$ cat src/rtl/mem_dump_streamer.sv
// rtl/mem_dump_streamer.sv - end-of-run data-memory dump streamer
//
// Purpose:
//   Watches the MEM/WB finish flag. On its rising edge it freezes a free-running
//   cycle counter, walks data memory 0..DEPTH-1 through a synchronous read port
//   and streams every word on a valid/ready interface. It is single-shot: once
//   the dump completes it stays in DONE until reset.
//
// Optional feature:
//   MEM_DUMP_HEADER_EN - when defined, a header beat carrying the frozen cycle
//   count (dump_hdr_o=1) precedes the memory beats.
//
// Ports:
//   clk, reset       rising-edge clock, asynchronous active-high reset
//   finish_i         finish level from MEM/WB; its rising edge starts the dump
//   mem_rd_en_o      memory read enable (data returns on the next cycle)
//   mem_addr_o       memory read address
//   mem_rd_data_i    memory read data
//   dump_valid_o     beat valid
//   dump_ready_i     sink ready
//   dump_data_o      beat payload
//   dump_addr_o      memory address of the beat
//   dump_last_o      beat is address DEPTH-1
//   dump_hdr_o       beat is the cycle-count header
//   busy_o           dump in progress
//   done_o           dump finished (sticky until reset)
//   cycle_count_o    cycles counted before the finish edge

module mem_dump_streamer #(
   parameter int DEPTH  = 512,
   parameter int ADDR_W = 9,
   parameter int DATA_W = 32
) (
   input  logic              clk,
   input  logic              reset,
   input  logic              finish_i,
   output logic              mem_rd_en_o,
   output logic [ADDR_W-1:0] mem_addr_o,
   input  logic [DATA_W-1:0] mem_rd_data_i,
   output logic              dump_valid_o,
   input  logic              dump_ready_i,
   output logic [DATA_W-1:0] dump_data_o,
   output logic [ADDR_W-1:0] dump_addr_o,
   output logic              dump_last_o,
   output logic              dump_hdr_o,
   output logic              busy_o,
   output logic              done_o,
   output logic [31:0]       cycle_count_o
);

   localparam logic [2:0] S_IDLE = 3'd0;
   localparam logic [2:0] S_READ = 3'd1;
   localparam logic [2:0] S_LOAD = 3'd2;
   localparam logic [2:0] S_SEND = 3'd3;
   localparam logic [2:0] S_DONE = 3'd4;
`ifdef MEM_DUMP_HEADER_EN
   localparam logic [2:0] S_HDR  = 3'd5;
`endif

   logic [2:0]        state_q, state_d;
   logic [ADDR_W-1:0] addr_q, addr_d;
   logic              finish_q;
   logic [31:0]       cycle_q, cycle_d;
   logic [DATA_W-1:0] data_q, data_d;
   logic [ADDR_W-1:0] daddr_q, daddr_d;
   logic              valid_q, valid_d;
   logic              last_q, last_d;
`ifdef MEM_DUMP_HEADER_EN
   logic              hdr_q, hdr_d;
`endif

   logic trig;
   logic xfer;
   logic at_last_addr;

   assign trig         = finish_i & ~finish_q;
   assign xfer         = valid_q & dump_ready_i;
   assign at_last_addr = (addr_q == ADDR_W'(DEPTH - 1));

   always_comb begin
      state_d = state_q;
      addr_d  = addr_q;
      cycle_d = cycle_q;
      data_d  = data_q;
      daddr_d = daddr_q;
      valid_d = valid_q;
      last_d  = last_q;
`ifdef MEM_DUMP_HEADER_EN
      hdr_d   = hdr_q;
`endif

      // Counter runs only while waiting; the trigger edge itself is not counted,
      // so the value seen after the trigger equals the number of idle edges.
      if (state_q == S_IDLE && !trig && cycle_q != 32'hFFFF_FFFF) begin
         cycle_d = cycle_q + 32'd1;
      end

      case (state_q)
         S_IDLE: begin
            if (trig) begin
`ifdef MEM_DUMP_HEADER_EN
               state_d = S_HDR;
               valid_d = 1'b1;
               data_d  = DATA_W'(cycle_q);
               daddr_d = '0;
               last_d  = 1'b0;
               hdr_d   = 1'b1;
`else
               state_d = S_READ;
`endif
            end
         end
         S_READ: begin
            state_d = S_LOAD;
         end
         S_LOAD: begin
            // Read data is valid this cycle; register it as the outgoing beat.
            data_d  = mem_rd_data_i;
            daddr_d = addr_q;
            valid_d = 1'b1;
            last_d  = at_last_addr;
`ifdef MEM_DUMP_HEADER_EN
            hdr_d   = 1'b0;
`endif
            state_d = S_SEND;
         end
         S_SEND: begin
            if (xfer) begin
               valid_d = 1'b0;
               if (last_q) begin
                  state_d = S_DONE;
               end else begin
                  addr_d  = addr_q + 1'b1;
                  state_d = S_READ;
               end
            end
         end
`ifdef MEM_DUMP_HEADER_EN
         S_HDR: begin
            if (xfer) begin
               valid_d = 1'b0;
               hdr_d   = 1'b0;
               state_d = S_READ;
            end
         end
`endif
         S_DONE: begin
            state_d = S_DONE;
         end
         default: begin
            state_d = S_IDLE;
         end
      endcase
   end

   always_ff @(posedge clk or posedge reset) begin
      if (reset) begin
         state_q  <= S_IDLE;
         addr_q   <= '0;
         finish_q <= 1'b0;
         cycle_q  <= '0;
         data_q   <= '0;
         daddr_q  <= '0;
         valid_q  <= 1'b0;
         last_q   <= 1'b0;
`ifdef MEM_DUMP_HEADER_EN
         hdr_q    <= 1'b0;
`endif
      end else begin
         state_q  <= state_d;
         addr_q   <= addr_d;
         finish_q <= finish_i;
         cycle_q  <= cycle_d;
         data_q   <= data_d;
         daddr_q  <= daddr_d;
         valid_q  <= valid_d;
         last_q   <= last_d;
`ifdef MEM_DUMP_HEADER_EN
         hdr_q    <= hdr_d;
`endif
      end
   end

   assign mem_rd_en_o   = (state_q == S_READ);
   assign mem_addr_o    = addr_q;
   assign dump_valid_o  = valid_q;
   assign dump_data_o   = data_q;
   assign dump_addr_o   = daddr_q;
   assign dump_last_o   = last_q;
`ifdef MEM_DUMP_HEADER_EN
   assign dump_hdr_o    = hdr_q;
`else
   assign dump_hdr_o    = 1'b0;
`endif
   assign busy_o        = (state_q != S_IDLE) && (state_q != S_DONE);
   assign done_o        = (state_q == S_DONE);
   assign cycle_count_o = cycle_q;

endmodule

$ cat config.mk
export PLATFORM = sky130hd
export DESIGN_NAME = mem_dump_streamer
export DESIGN_NICKNAME = d
export VERILOG_FILES = /design/src/rtl/mem_dump_streamer.sv
export SDC_FILE = /design/constraint.sdc
export NUM_CORES = 1
export LEC_CHECK = 0
export CELL_PAD_IN_SITES_DETAIL_PLACEMENT = 2
export CELL_PAD_IN_SITES_GLOBAL_PLACEMENT = 2
export CORE_AREA = 2 2 166 87
export DETAILED_ROUTE_END_ITERATION = 10
export DIE_AREA = 0 0 168 89
export GPL_TIMING_DRIVEN = 1
export PLACE_DENSITY = 0.87
export SYNTH_ARGS = -nofsm -noshare
export SYNTH_HDL_FRONTEND = slang
export SYNTH_SLANG_ARGS = --single-unit
$ cat constraint.sdc
create_clock -name clk -period 4 [get_ports clk]
set_input_delay 1.2 -clock clk [delete_from_list [all_inputs] [get_ports clk]]
set_output_delay 1.2 -clock clk [all_outputs]
set_load 0.02 [all_outputs]
# Word level (Yosys, flattened, before mapping)
# Cells that the tools add are included.
[word_totals]
register_bits = 88
latchBits = 0
ramBits = 0
romBits = 0
in_bits = 36
output_inout_bits = 88
word_cells = 39
n_memories = 0
[classes]
n_addsub = 2
n_mul = 0
n_div = 0
n_lt_le_gt_ge = 0
eq_ne = 9
n_shift = 0
n_mux = 6
bitwise_logic = 4
n_reduce_logical = 10
[ops]
columns = ["operator", "n"]
rows = [
  ["32-bit by 1-bit adder with 32-bit output, second input constant", 1],
  ["32-bit != test, second input constant", 1],
  ["3-bit one-hot mux with 5 select lines", 1],
  ["9-bit by 1-bit adder with 9-bit output, second input constant", 1],
  ["9-bit equality test, second input constant", 1],
  ["3-bit two-way mux", 3],
  ["3-bit by 2-bit equality test with 1-bit output, second input constant", 2],
  ["2-bit != test, second input constant", 2],
  ["2-bit AND reduction", 2],
  ["3-bit by 1-bit equality test with 1-bit output, second input constant", 1],
  ["3-bit equality test, second input constant", 1],
  ["1-bit logical AND", 3],
  ["3-bit logical NOT", 1],
  ["3-bit != test, second input constant", 1],
  ["3-bit AND reduction", 1],
  ["3-bit nonzero test", 1],
  ["1-bit bitwise AND", 2],
  ["1-bit inverter", 2],
  ["1-bit one-hot mux with 2 select lines", 1],
  ["2-bit nonzero test", 1],
  ["1-bit logical NOT", 1],
  ["1-bit two-way mux", 1],
]

# Depth between registers and ports, before layout
[logic_depth]
word_depth = 5
ltp_mapped = 7
mapped_depth_nobuf = 6

# Worst setup path after synthesis
# OpenSTA, ideal clock, no wires.
[synth_timing]
path_type = "input to register"
startpoint = "in finish_i"
endpoint = "reg cycle_q[30] (netlist: cycle_count_o[30])"
setup_time_ns = 0.128
arrival_time_ns = 2.391
t_required_ns = 3.872
setup_slack_ns = 1.481
cell_stages = 5
n_path_buf = 0
cell_sequence = "nor2b_1 > or4_4 > nor3_2 > nand3_1 > mux2_1"
[synth_via]
elab_chain_len = 4
[synth_lines]
columns = ["element", "line_no", "rtl"]
rows = [
  ["start: declaration", "36", "input logic finish_i,"],
  ["1-bit bitwise AND", "76", "assign trig = finish_i & ~finish_q;"],
  ["1-bit logical NOT", "94", "if (state_q == S_IDLE && !trig && cycle_q != 32'hFFFF_FFFF) begin"],
  ["1-bit logical AND (2 in a row)", "94", ""],
  ["end signal: assignment", "173", "cycle_q <= cycle_d;"],
  ["end: declaration", "63", "logic [31:0] cycle_q, cycle_d;"],
]
# No other way between the ends.
# A chain may end at the register's enable or synchronous reset.

# Worst setup path after layout
[layout_timing]
startpoint = "reg state_q[0]"
endpoint = "out done_o"
[layout_via]
elab_chain_len = 1
[layout_lines]
columns = ["element", "line_no", "rtl"]
rows = [
  ["start: declaration", "60", "logic [2:0] state_q, state_d;"],
  ["start signal: assignment", "170", "state_q <= state_d;"],
  ["3-bit equality test", "196", "assign done_o = (state_q == S_DONE);"],
  ["end: declaration", "47", "output logic done_o,"],
]
# No other way between the ends.

==> results by stage <==
Drt:
- Dividing the detail-routed via count by the number of cells gives 4.74.
- The number of design rule violations left after detail routing is 0.
- The count of nets left with antenna violations once routing finished came out at 0.
- The DRC marker count from the first detailed-route iteration is 89.
- For this block, the via count after detailed routing is 2904.
- After detailed routing, the average wire length per cell comes to 18.1 microns.
- Wires add up to 11.1 mm.
- The first detailed-routing pass took 4 iterations.

Floorplanning:
- The placeable core area is 13300 sq um.
- From left edge to right edge, the die measures 168 microns.
- The number of placed I/O pins is 124.
- The height of the chip is 89 microns.
- For this configuration, the core starts out at a cell density of 28.8%.
- The area enclosed by the die boundary is 15000 sq um.
- The number of standard-cell rows in the floorplan is 30.

GRT:
- In the global route stage, met3 resource usage came out at 3.36%.
- In the global route stage, overall resource usage came out at 15.5%.
- The routing layer with the top usage in global route is met2.
- For this run, global-route usage on met1 was measured as 17.6%.
- The largest net degree at the start of global routing is 49.
- The wire length of the first global-routing pass is 18.1 mm.
- For met2 alone, demand over resource in global routing was 29.8%.
- The initial antenna violation count came to 0.
- The number of global-route vias before repair was 3301.
- The remaining global-route overflow is 0.

Clocking:
- The clock tree root driver cell is sky130_fd_sc_hd__clkbuf_16.
- Counting along the longest clock path gives a buffer depth of 2.
- The H-tree was split into 3 levels.
- The later-pin clock latency in the skew report is 330 ps.
- The clock-pin slew on the worst setup and hold paths is 60 ps.
- CTS saw 88 sinks.
- Post-CTS repair changed the size of 0 cells.
- In this run, CTS created clock tree buffers numbering 9.
- Post-CTS timing repair inserted 0 buffers for setup.
- The TritonCTS clock tree is done.
- Hold repair after CTS inserted 0 buffers.

Placement:
- In this run the tool buffered the top-level ports with 122 buffer cells.
- The total half-perimeter wirelength after legalization and detailed placement is 8.14 mm.
- The global placement routability congestion is 0.686.

Timing:
- The final-report max-slew violation count is 0.
- The slew at the pin closest to its max-slew limit is 771 ps.
- The maximum clock rate is 0.332 GHz.
- In this run the tightest slew margin relative to its limit is 48.5%.
- The worst path uses 75.2% of the clock period.
- After routing, the total negative slack on setup checks comes to 0 ps.
- Subtracting the final worst setup slack from the clock period gives 3010 ps.
- Setup violations remaining at the end of the flow were counted as 0.
- The hold violation total from the final report came to 0.
- Clock skew on the completed layout was measured at 5.98 ps.
- Setup repair after global routing left no endpoint under its margin.

Min path:
- The path class of the tightest hold or removal check is flip-flop to flip-flop.

Setup path:
- The maximum fanout along the worst path is 6.
- The element type at the critical path end is an output pin.
- STA puts the critical path data required time at 2800 ps.
- The register-to-register setup slack is 1720 ps.
- The critical path startpoint category is a flip-flop.
- The critical setup path kind is flip-flop to output pin.
- For the worst setup path, the data arrival time is 1810 ps.

Power and ir drop:
- For this design the static power due to leakage is 2.45 nW.
- The total power after layout is 0.00322 W.
- For this design the ratio of total power to cell area is 579 nW/um^2.
- Across the VDD grid, the largest voltage drop is 0.270 mV.

Run status:
- The flow ran to the end, and the final reports show no timing, DRC or antenna violations.

Job:
- The count of max-cap constraint violations is 0.

Synthesis:
- After synthesis the netlist holds a flip-flop and latch count of 88.
- A synthesized cell averages 12.6 sq um.
- The total standard cell area after synthesis is 3840 sq um.
- Among all flip-flop cells after synthesis, the most frequent one is sky130_fd_sc_hd__dfrtp_1.
- Synthesis produced a netlist with a net count of 344.
- The sequential cell area fraction in the yosys report is 57.3%.
- The number of warnings reported in the yosys synthesis log is 0.
- Counting flops with a built-in enable in the synthesized netlist gives 0.
- In the synthesized netlist, the number of instances is 305.
- The netlist uses 43 different library cells.
- The fraction of registers with async set/reset is 100%.

Final layout:
- The antenna diode count is 0.
- The ratio of cells with drive above 1 in the final layout is 18.1%.
- The number of nets in the layout is 472.
- The area growth from synthesis to layout is 44.7%.
- The number of fill cells is 1307.
## cell families (layout without fill, tap and decap cells)
kind of cell               count (synthesis)  count (layout)  share of synthesized area (%)
and+or+nand+nor                          107             107                           16.3
DFF                                       88              88                           57.3
buffers and inverters                     15             147                           1.79
adders and majority gates                  3               3                          0.977
other                                      1               1                         0.0976
muxes                                     46              46                           13.6
xor gates and xnor gates                  31              31                           7.07
AOI/OAI and AO/OA                         14              14                           2.83
## cells in the final DEF, fill, tap and decap left out, drive strengths merged, types with 3 or more instances in the layout
master	netlist	final
a21oi	3	3
and2	3	3
and3	6	6
and4	7	7
buf	6	3
clkbuf	2	12
clkdlybuf4s50	0	122
clkinv	0	3
dfrtp	88	88
ha	3	3
inv	7	6
mux2	46	46
nand2	15	15
nand3	15	15
nand4	10	10
nor2	22	22
nor3	16	16
nor4	3	3
o21ai	3	3
or3	3	3
xnor2	8	8
xor2	23	23
## where the power goes
| part | total [W] | internal (W) | switching (W) |
|---|---|---|---|
| logic | 0.00116 | 0.000617 | 0.000546 |
| registers | 0.00127 | 0.00111 | 0.000156 |
| clock network | 0.000789 | 0.000450 | 0.000339 |
## cell usage after synthesis (2+ instances only)
cell type / count / share of area [%]
sky130_fd_sc_hd__dfrtp_1: 88 / 57
sky130_fd_sc_hd__mux2_2: 44 / 13
sky130_fd_sc_hd__xor2_1: 23 / 5.2
sky130_fd_sc_hd__nor2_1: 20 / 2.0
sky130_fd_sc_hd__nand2_1: 15 / 1.5
sky130_fd_sc_hd__nand3_1: 15 / 2.0
sky130_fd_sc_hd__nor3_1: 13 / 1.7
sky130_fd_sc_hd__nand4_1: 8 / 1.3
sky130_fd_sc_hd__xnor2_1: 8 / 1.8
sky130_fd_sc_hd__and3_1: 6 / 0.98
sky130_fd_sc_hd__and4_1: 6 / 1.4
sky130_fd_sc_hd__inv_1: 6 / 0.59
sky130_fd_sc_hd__buf_2: 4 / 0.52
sky130_fd_sc_hd__a21oi_1: 3 / 0.39
sky130_fd_sc_hd__and2_1: 3 / 0.49
sky130_fd_sc_hd__ha_1: 3 / 0.98
sky130_fd_sc_hd__nor3_2: 3 / 0.78
sky130_fd_sc_hd__o21ai_0: 3 / 0.39
sky130_fd_sc_hd__or3_1: 3 / 0.49
sky130_fd_sc_hd__a31oi_1: 2 / 0.33
sky130_fd_sc_hd__buf_4: 2 / 0.39
sky130_fd_sc_hd__clkbuf_1: 2 / 0.20
sky130_fd_sc_hd__nand2b_1: 2 / 0.33
sky130_fd_sc_hd__nor2_2: 2 / 0.33
sky130_fd_sc_hd__nor2b_1: 2 / 0.33
sky130_fd_sc_hd__nor3b_1: 2 / 0.39
## cell type report
| class | count | area (sq um) | share of cell area [%] |
|---|---|---|---|
| Multi-Input combinational cell | 202 | 1580 | 28.4 |
| Sequential cell | 88 | 2200 | 39.6 |
| Clock inverter | 3 | 17.5 | 0.315 |
| Inverter | 7 | 27.5 | 0.495 |
| Timing Repair Buffer | 125 | 1260 | 22.6 |
| Tap cell | 176 | 220 | 3.96 |
| Clock buffer | 12 | 256 | 4.62 |
## metal layers
metal  vias up  share of wire, %
met5         -                 0
met4         0               1.7
met3        14               3.1
met2        52                54
met1      1507                42
li1       1331                 -
## state kept, by name, indices dropped and copies added (netlist names)
| name | count |
|---|---|
| dump_valid_o | 1 |
| state_q | 3 |
| dump_last_o | 1 |
| dump_data_o | 32 |
| cycle_count_o | 32 |
| finish_q | 1 |
| dump_addr_o | 9 |
| mem_addr_o | 9 |
## path summary, 6_finish.rpt
check,from,endpoint,depth (start not counted)
hold / removal,cycle_count_o[8]$_DFFE_PP0P_,cycle_count_o[8]$_DFFE_PP0P_,1
min in group asynchronous,reset,dump_data_o[2]$_DFFE_PP0P_,2
setup reg to reg,state_q[2]$_DFFE_PP0P_,dump_addr_o[6]$_DFFE_PP0P_,4
setup / recovery,state_q[0]$_DFFE_PP0P_,done_o,3
hold reg to reg,cycle_count_o[8]$_DFFE_PP0P_,cycle_count_o[8]$_DFFE_PP0P_,1
max in group asynchronous,reset,dump_data_o[23]$_DFFE_PP0P_,3
## through the flow
step | util (%) | cells | cell area (sq um) | worst slack [ps] | hold slack [ps]
after detailed placement | 39.7 | 598 | 5280 | 801 | 487
after global routing | 41.7 | 613 | 5560 | 909 | 517
after floorplan | - | 305 | 3840 | 521 | 519
after global placement | 39.7 | 598 | 5280 | 942 | 478
after CTS | 41.7 | 613 | 5560 | 972 | 496
final | 41.7 | 613 | 5560 | 992 | 493
## critical path, cell delays in order, from the launching register on
cell,delay [ps]
sky130_fd_sc_hd__dfrtp_1,480
sky130_fd_sc_hd__nor2_2,210
sky130_fd_sc_hd__and2_1,170
sky130_fd_sc_hd__clkdlybuf4s50_1,620
No activity file was read; power rests on OpenSTA's default activity.
